$ cat src/rtl/instr_sequencer_pkg.sv
// instr_sequencer_pkg: shared state codes, default widths and PC reset vector
package instr_sequencer_pkg;
    localparam int PC_W_DEF    = 8;
    localparam int INSTR_W_DEF = 32;
    localparam int RET_W_DEF   = 16;
    localparam int PC_RST      = 0;
    localparam logic [2:0] S_IDLE   = 3'd0;
    localparam logic [2:0] S_FETCH  = 3'd1;
    localparam logic [2:0] S_DECODE = 3'd2;
    localparam logic [2:0] S_EXEC   = 3'd3;
    localparam logic [2:0] S_WB     = 3'd4;
    localparam logic [2:0] S_HALT   = 3'd5;
endpackage

$ cat src/rtl/instr_sequencer_if.sv
// instr_sequencer_if: memory, execute-unit and status signals of the sequencer
interface instr_sequencer_if import instr_sequencer_pkg::*; #(
    parameter int PC_W    = PC_W_DEF,
    parameter int INSTR_W = INSTR_W_DEF,
    parameter int RET_W   = RET_W_DEF
);
    logic               start;
    logic               imem_ack;
    logic [INSTR_W-1:0] instr_in;
    logic               is_halt;
    logic               exec_done;
    logic               branch_taken;
    logic [PC_W-1:0]    branch_target;
    logic [PC_W-1:0]    pc_counter;
    logic               imem_req;
    logic [INSTR_W-1:0] instr_reg;
    logic               exec_start;
    logic               reg_we;
    logic               running;
    logic               halted;
    logic [2:0]         state;
    logic [RET_W-1:0]   retired;
    modport master (
        input  start, imem_ack, instr_in, is_halt, exec_done, branch_taken, branch_target,
        output pc_counter, imem_req, instr_reg, exec_start, reg_we, running, halted, state, retired
    );
    modport slave (
        output start, imem_ack, instr_in, is_halt, exec_done, branch_taken, branch_target,
        input  pc_counter, imem_req, instr_reg, exec_start, reg_we, running, halted, state, retired
    );
endinterface

$ cat src/rtl/instr_sequencer_pc_reg.sv
// instr_sequencer_pc_reg: program counter with load, wrapping increment and async reset
module instr_sequencer_pc_reg import instr_sequencer_pkg::*; #(
    parameter int PC_W = PC_W_DEF
) (
    input  logic            clk,
    input  logic            rst,
    input  logic            load_i,
    input  logic            inc_i,
    input  logic [PC_W-1:0] target_i,
    output logic [PC_W-1:0] pc_o
);
    logic [PC_W-1:0] pc_q;
    // load has priority over increment; increment wraps modulo 2^PC_W
    always_ff @(posedge clk or posedge rst) begin
        if (rst) pc_q <= PC_W'(PC_RST);
        else if (load_i) pc_q <= target_i;
        else if (inc_i) pc_q <= pc_q + PC_W'(1);
    end
    assign pc_o = pc_q;
endmodule

$ cat src/rtl/instr_sequencer.sv
// instr_sequencer: fetch/decode/execute/writeback controller owning the program counter
module instr_sequencer import instr_sequencer_pkg::*; #(
    parameter int PC_W    = PC_W_DEF,
    parameter int INSTR_W = INSTR_W_DEF,
    parameter int RET_W   = RET_W_DEF
) (
    input  logic clk,
    input  logic rst,
    instr_sequencer_if.master bus
);
    logic [2:0]         state_q, state_d;
    logic [INSTR_W-1:0] instr_q;
    logic               br_q;
    logic [PC_W-1:0]    tgt_q;
    logic               exec_start_q;
    logic [RET_W-1:0]   ret_q;
    logic [PC_W-1:0]    pc;
    logic               wb;
    // next state; illegal codes fall back to IDLE
    always_comb begin
        state_d = S_IDLE;
        case (state_q)
            S_IDLE:   state_d = bus.start ? S_FETCH : S_IDLE;
            S_FETCH:  state_d = bus.imem_ack ? S_DECODE : S_FETCH;
            S_DECODE: state_d = bus.is_halt ? S_HALT : S_EXEC;
            S_EXEC:   state_d = bus.exec_done ? S_WB : S_EXEC;
            S_WB:     state_d = S_FETCH;
            S_HALT:   state_d = S_HALT;
            default:  state_d = S_IDLE;
        endcase
    end
    // state, instruction latch, branch capture, exec_start pulse and saturating retire count
    always_ff @(posedge clk or posedge rst) begin
        if (rst) begin
            state_q      <= S_IDLE;
            instr_q      <= '0;
            br_q         <= 1'b0;
            tgt_q        <= '0;
            exec_start_q <= 1'b0;
            ret_q        <= '0;
        end else begin
            state_q      <= state_d;
            exec_start_q <= state_q == S_DECODE && !bus.is_halt;
            if (state_q == S_FETCH && bus.imem_ack) instr_q <= bus.instr_in;
            if (state_q == S_EXEC && bus.exec_done) begin
                br_q  <= bus.branch_taken;
                tgt_q <= bus.branch_target;
            end
            if (state_q == S_WB && ret_q != '1) ret_q <= ret_q + RET_W'(1);
        end
    end
    assign wb = state_q == S_WB;
    instr_sequencer_pc_reg #(.PC_W(PC_W)) u_pc (
        .clk      (clk),
        .rst      (rst),
        .load_i   (wb && br_q),
        .inc_i    (wb && !br_q),
        .target_i (tgt_q),
        .pc_o     (pc)
    );
    assign bus.pc_counter = pc;
    assign bus.imem_req   = state_q == S_FETCH;
    assign bus.instr_reg  = instr_q;
    assign bus.exec_start = exec_start_q;
    assign bus.reg_we     = wb;
    assign bus.running    = state_q >= S_FETCH && state_q <= S_WB;
    assign bus.halted     = state_q == S_HALT;
    assign bus.state      = state_q;
    assign bus.retired    = ret_q;
endmodule
$ cat src/flat_wrapper.sv
// flat-port wrapper written by rule: the top's interface ports become plain ports
module instr_sequencer_flat import instr_sequencer_pkg::*;
#(
    parameter int PC_W    = PC_W_DEF,
    parameter int INSTR_W = INSTR_W_DEF,
    parameter int RET_W   = RET_W_DEF
)
  (clk, rst, bus_start, bus_imem_ack, bus_instr_in, bus_is_halt, bus_exec_done, bus_branch_taken, bus_branch_target, bus_pc_counter, bus_imem_req, bus_instr_reg, bus_exec_start, bus_reg_we, bus_running, bus_halted, bus_state, bus_retired);
  instr_sequencer_if #(.PC_W(PC_W), .INSTR_W(INSTR_W), .RET_W(RET_W)) bus_i ();
  input  logic clk;
  input  logic rst;
  input wire logic [$bits(bus_i.start)-1:0] bus_start;
  input wire logic [$bits(bus_i.imem_ack)-1:0] bus_imem_ack;
  input wire logic [$bits(bus_i.instr_in)-1:0] bus_instr_in;
  input wire logic [$bits(bus_i.is_halt)-1:0] bus_is_halt;
  input wire logic [$bits(bus_i.exec_done)-1:0] bus_exec_done;
  input wire logic [$bits(bus_i.branch_taken)-1:0] bus_branch_taken;
  input wire logic [$bits(bus_i.branch_target)-1:0] bus_branch_target;
  output wire logic [$bits(bus_i.pc_counter)-1:0] bus_pc_counter;
  output wire logic [$bits(bus_i.imem_req)-1:0] bus_imem_req;
  output wire logic [$bits(bus_i.instr_reg)-1:0] bus_instr_reg;
  output wire logic [$bits(bus_i.exec_start)-1:0] bus_exec_start;
  output wire logic [$bits(bus_i.reg_we)-1:0] bus_reg_we;
  output wire logic [$bits(bus_i.running)-1:0] bus_running;
  output wire logic [$bits(bus_i.halted)-1:0] bus_halted;
  output wire logic [$bits(bus_i.state)-1:0] bus_state;
  output wire logic [$bits(bus_i.retired)-1:0] bus_retired;
  assign bus_i.start = bus_start;
  assign bus_i.imem_ack = bus_imem_ack;
  assign bus_i.instr_in = bus_instr_in;
  assign bus_i.is_halt = bus_is_halt;
  assign bus_i.exec_done = bus_exec_done;
  assign bus_i.branch_taken = bus_branch_taken;
  assign bus_i.branch_target = bus_branch_target;
  assign bus_pc_counter = bus_i.pc_counter;
  assign bus_imem_req = bus_i.imem_req;
  assign bus_instr_reg = bus_i.instr_reg;
  assign bus_exec_start = bus_i.exec_start;
  assign bus_reg_we = bus_i.reg_we;
  assign bus_running = bus_i.running;
  assign bus_halted = bus_i.halted;
  assign bus_state = bus_i.state;
  assign bus_retired = bus_i.retired;
  instr_sequencer #(.PC_W(PC_W), .INSTR_W(INSTR_W), .RET_W(RET_W)) u_core (.clk(clk), .rst(rst), .bus(bus_i));
endmodule
$ cat config.mk
export PLATFORM = sky130hd
export DESIGN_NAME = instr_sequencer_flat
export DESIGN_NICKNAME = d
export VERILOG_FILES = /design/src/rtl/instr_sequencer_pkg.sv /design/src/rtl/instr_sequencer_if.sv /design/src/rtl/instr_sequencer_pc_reg.sv /design/src/rtl/instr_sequencer.sv /design/src/flat_wrapper.sv
export SDC_FILE = /design/constraint.sdc
export NUM_CORES = 1
export LEC_CHECK = 0
export BUFFER_PORTS_ARGS = -buffer_cell sky130_fd_sc_hd__buf_2
export CAP_MARGIN = 20
export CORE_MARGIN = 5
export CORE_UTILIZATION = 40
export CTS_BUF_LIST = sky130_fd_sc_hd__clkbuf_4 sky130_fd_sc_hd__clkbuf_8
export DETAILED_ROUTE_END_ITERATION = 7
export PLACE_DENSITY_LB_ADDON = 0.3
export SLEW_MARGIN = 20
export SYNTH_ARGS = -nofsm -noshare
export SYNTH_HDL_FRONTEND = slang
export SYNTH_SLANG_ARGS = --single-unit
$ cat constraint.sdc
create_clock -name clk -period 6.02 [get_ports clk]
set_input_delay 1.505 -clock clk [delete_from_list [all_inputs] [get_ports clk]]
set_output_delay 1.505 -clock clk [all_outputs]
set_load 0.02 [all_outputs]
==> impl_metrics.env <==
export IMPL_synth_sequential_area_ratio_pct=55.5
export IMPL_clock_insertion_delay_at_the_later_pin_of_the_skew_report_ns=0.33
export IMPL_drtAntennaViolNets=0
export IMPL_worst_hold_path_type="register to register"
export IMPL_synth_area_um2=3110
export IMPL_portBuffers=110
export IMPL_clock_path_buffers=2
export IMPL_gr_total_overflow=0
export IMPL_final_cell_mix="buf_2, dfrtp_1, mux2_1"
export IMPL_layout_nets=410
export IMPL_post_synth_inst_count=248
export IMPL_clock_skew_ns=0.0123
export IMPL_boundary_pin_count=111
export IMPL_power_density_cell_area_nw_per_um2=219
export IMPL_grt_start_max_net_pins=70
export IMPL_ir_worst_vdd_v=0.000129
export IMPL_post_dp_hpwl_um=5020
export IMPL_vias=2288
export IMPL_tritoncts_clock_tree="done"
export IMPL_final_setup_viol_count=0
export IMPL_via_per_inst=4.89
export IMPL_period_minus_slack_ns=3.09
export IMPL_die_h_um=98.2
export IMPL_max_cap_violations=0
export IMPL_most_frequent_standard_cell_in_the_layout_excluding_fill_and_tap_cells="buf_2"
export IMPL_worstHoldStart="u_core.bus.instr_reg[29]$_DFFE_PP0P_"
export IMPL_relSlewSlack_pct=43.7
export IMPL_timing_final_hold_violations=0
export IMPL_mappedNetlistNets=297
export IMPL_finalCritPeriodShare_pct=51.4
export IMPL_cts_inserted_buffers=9
export IMPL_outcome="complete, no violations"
export IMPL_drtIter0Drc=15
export IMPL_drc_errors=0
export IMPL_critical_path_data_arrival_time_ns=1.59
export IMPL_cp_required_ns=4.51
export IMPL_end_kind="primary output"
export IMPL_max_clock_freq_mhz=323
export IMPL_die_width_um=98.2
export IMPL_vias_in_the_first_global_route=2310
export IMPL_postCtsHoldBufs=0
export IMPL_drive_gt1_share_pct=42.1
export IMPL_clkSlewWorstSetupHoldPaths_ns=0.08
export IMPL_wire_length_of_the_first_global_routing_pass_um=11200
export IMPL_clock_sink_count=69
export IMPL_final_max_slew_viol_count=0
export IMPL_standard_cell_rows=32
export IMPL_postCtsSetupRepairBufs=0
export IMPL_regToRegStartpoint="u_core.bus.state[1]$_DFF_PP0_"
export IMPL_syn_to_final_growth_pct=26.3
export IMPL_finalWirelength_um=6730
export IMPL_flip_flop_and_latch_area_um2=1730
export IMPL_multi_input_comb_area_um2=1280
export IMPL_dieArea_um2=9640
export IMPL_r2r_cells=6
export IMPL_cts_root_buffer="clkbuf_8"
export IMPL_routed_wl_per_cell_um=14.4
export IMPL_fp_coreArea_um2=7650
export IMPL_unrepaired_setup_endpoints_after_global_routing="false"
export IMPL_total_of_flip_flops_plus_latches_after_synthesis=69
export IMPL_cts_resized=0
export IMPL_start_kind="register"
export IMPL_routabilityCongestion=0.850
export IMPL_path_max_fanout=18
export IMPL_sum_of_negative_setup_slack_ns=0
export IMPL_crit_type="register to primary output"
export IMPL_initial_core_util_pct=40.7
export IMPL_min_delay_path_depth=1
export IMPL_mapped_avg_cell_area_um2=12.5
export IMPL_yosysWarnings=0
export IMPL_crit_path_from="u_core.bus.state[1]$_DFF_PP0_"
export IMPL_cts_htree_levels=3
export IMPL_firstDrtPassIters=4
export IMPL_timing_hold_ws_ns=0.483
export IMPL_worst_slew_pin_slew_ns=0.844
export IMPL_largest_reg_flops=32
export IMPL_global_route_usage_total_pct=14.3
export IMPL_nFillCells=735
export IMPL_post_synth_num_cell_types=49
export IMPL_static_leakage_power_uw=0.00222
export IMPL_num_antenna_cells=0
export IMPL_grt_antenna_before_repair=0
[worst paths after layout]
| check | endpoint | slack, ns |
|---|---|---|
| max | bus_reg_we | 2.93 |
| min | u_core.bus.instr_reg[29]$_DFFE_PP0P_ | 0.48 |
| max reg2reg | u_core.bus.retired[15]$_DFFE_PP0P_ | 4.16 |
| min reg2reg | u_core.bus.instr_reg[29]$_DFFE_PP0P_ | 0.48 |
| max in group asynchronous | u_core.u_pc.pc_o[6]$_DFFE_PP0P_ | 4.05 |
| min in group asynchronous | u_core.bus.instr_reg[16]$_DFFE_PP0P_ | 1.42 |
[synth_stat cells, drive strengths merged]
cell type  count  area, um^2
mux2          44         495
a31o           1        8.76
xor2           7        61.3
mux2i          1        10.0
a32oi          1        8.76
and3           7        45.1
dfrtp         69        1730
nor3           6        35.0
nand4          8        65.1
a311oi         1        8.76
o22ai          3        18.8
nor4b          3        45.0
nor3b          2        15.0
and2           3        18.8
or2            1        6.26
a21oi         11        55.1
nor2           9        41.3
a22o           1        8.76
o21ai          6        30.0
nor4           1        21.3
or3            1        6.26
or4            2        18.8
inv            7        26.3
a31oi          1        6.26
buf            9        66.3
a22oi          1        7.51
o22a           1        8.76
ha             2        25.0
clkbuf         1        3.75
nand2b         2        12.5
xnor2          4        35.0
o21a           1        7.51
clkinv         1        5.00
and4           2        18.8
nand3         11        60.1
nand2         16        67.6
or3b           1        8.76
[final cells by class]
cell class                 instances  share of cell area [%]
timing repair buffer             112                    14.4
clock inverter                     5                    1.27
clock buffer                      11                    3.70
tap                              102                    3.25
sequential                        69                    44.0
multi-input combinational        161                    32.6
inverter                           8                   0.796
[worst max-delay path, cell delays in order (launching register included)]
cell	delay, ns
dfrtp_1	0.53
nor2_4	0.09
nand2_4	0.14
clkinv_2	0.24
buf_2	0.25
[routing by layer]
layer / GRT usage (%) / part of all wire [%]
met3: 4.43 / 7.8
met4: 6.09 / 1.6
met1: 17.7 / 45
met5: 0 / 0
met2: 23.1 / 46
[kinds of logic after synthesis]
kind of cell	count (synthesis)	synth area share, %
AND/OR/NAND/NOR	75	15.6
flip-flops	69	55.5
multiplexers	45	16.3
AO/OA/AOI/OAI	28	5.43
buffers and inverters	18	3.26
XOR/XNOR	11	3.10
adder cells (fa/ha/maj)	2	0.805
[power by group]
part | internal, uW | switching (uW)
clock | 205 | 167
sequential | 463 | 0
combinational | 11.5 | 13.4
total | 679 | 181
[through the flow]
stage	area [um^2]	power, uW	utilization (%)	cells	setup WS [ns]
CTS	3930	876	51.4	468	2.92
finish	3930	860	51.4	468	2.93
global route	3930	899	51.4	468	2.82
floorplan	3110	480	-	248	2.78
detailed placement	3730	498	48.8	452	3.30
global placement	3730	498	48.8	452	3.34
No activity file was read; power rests on OpenSTA's default activity.
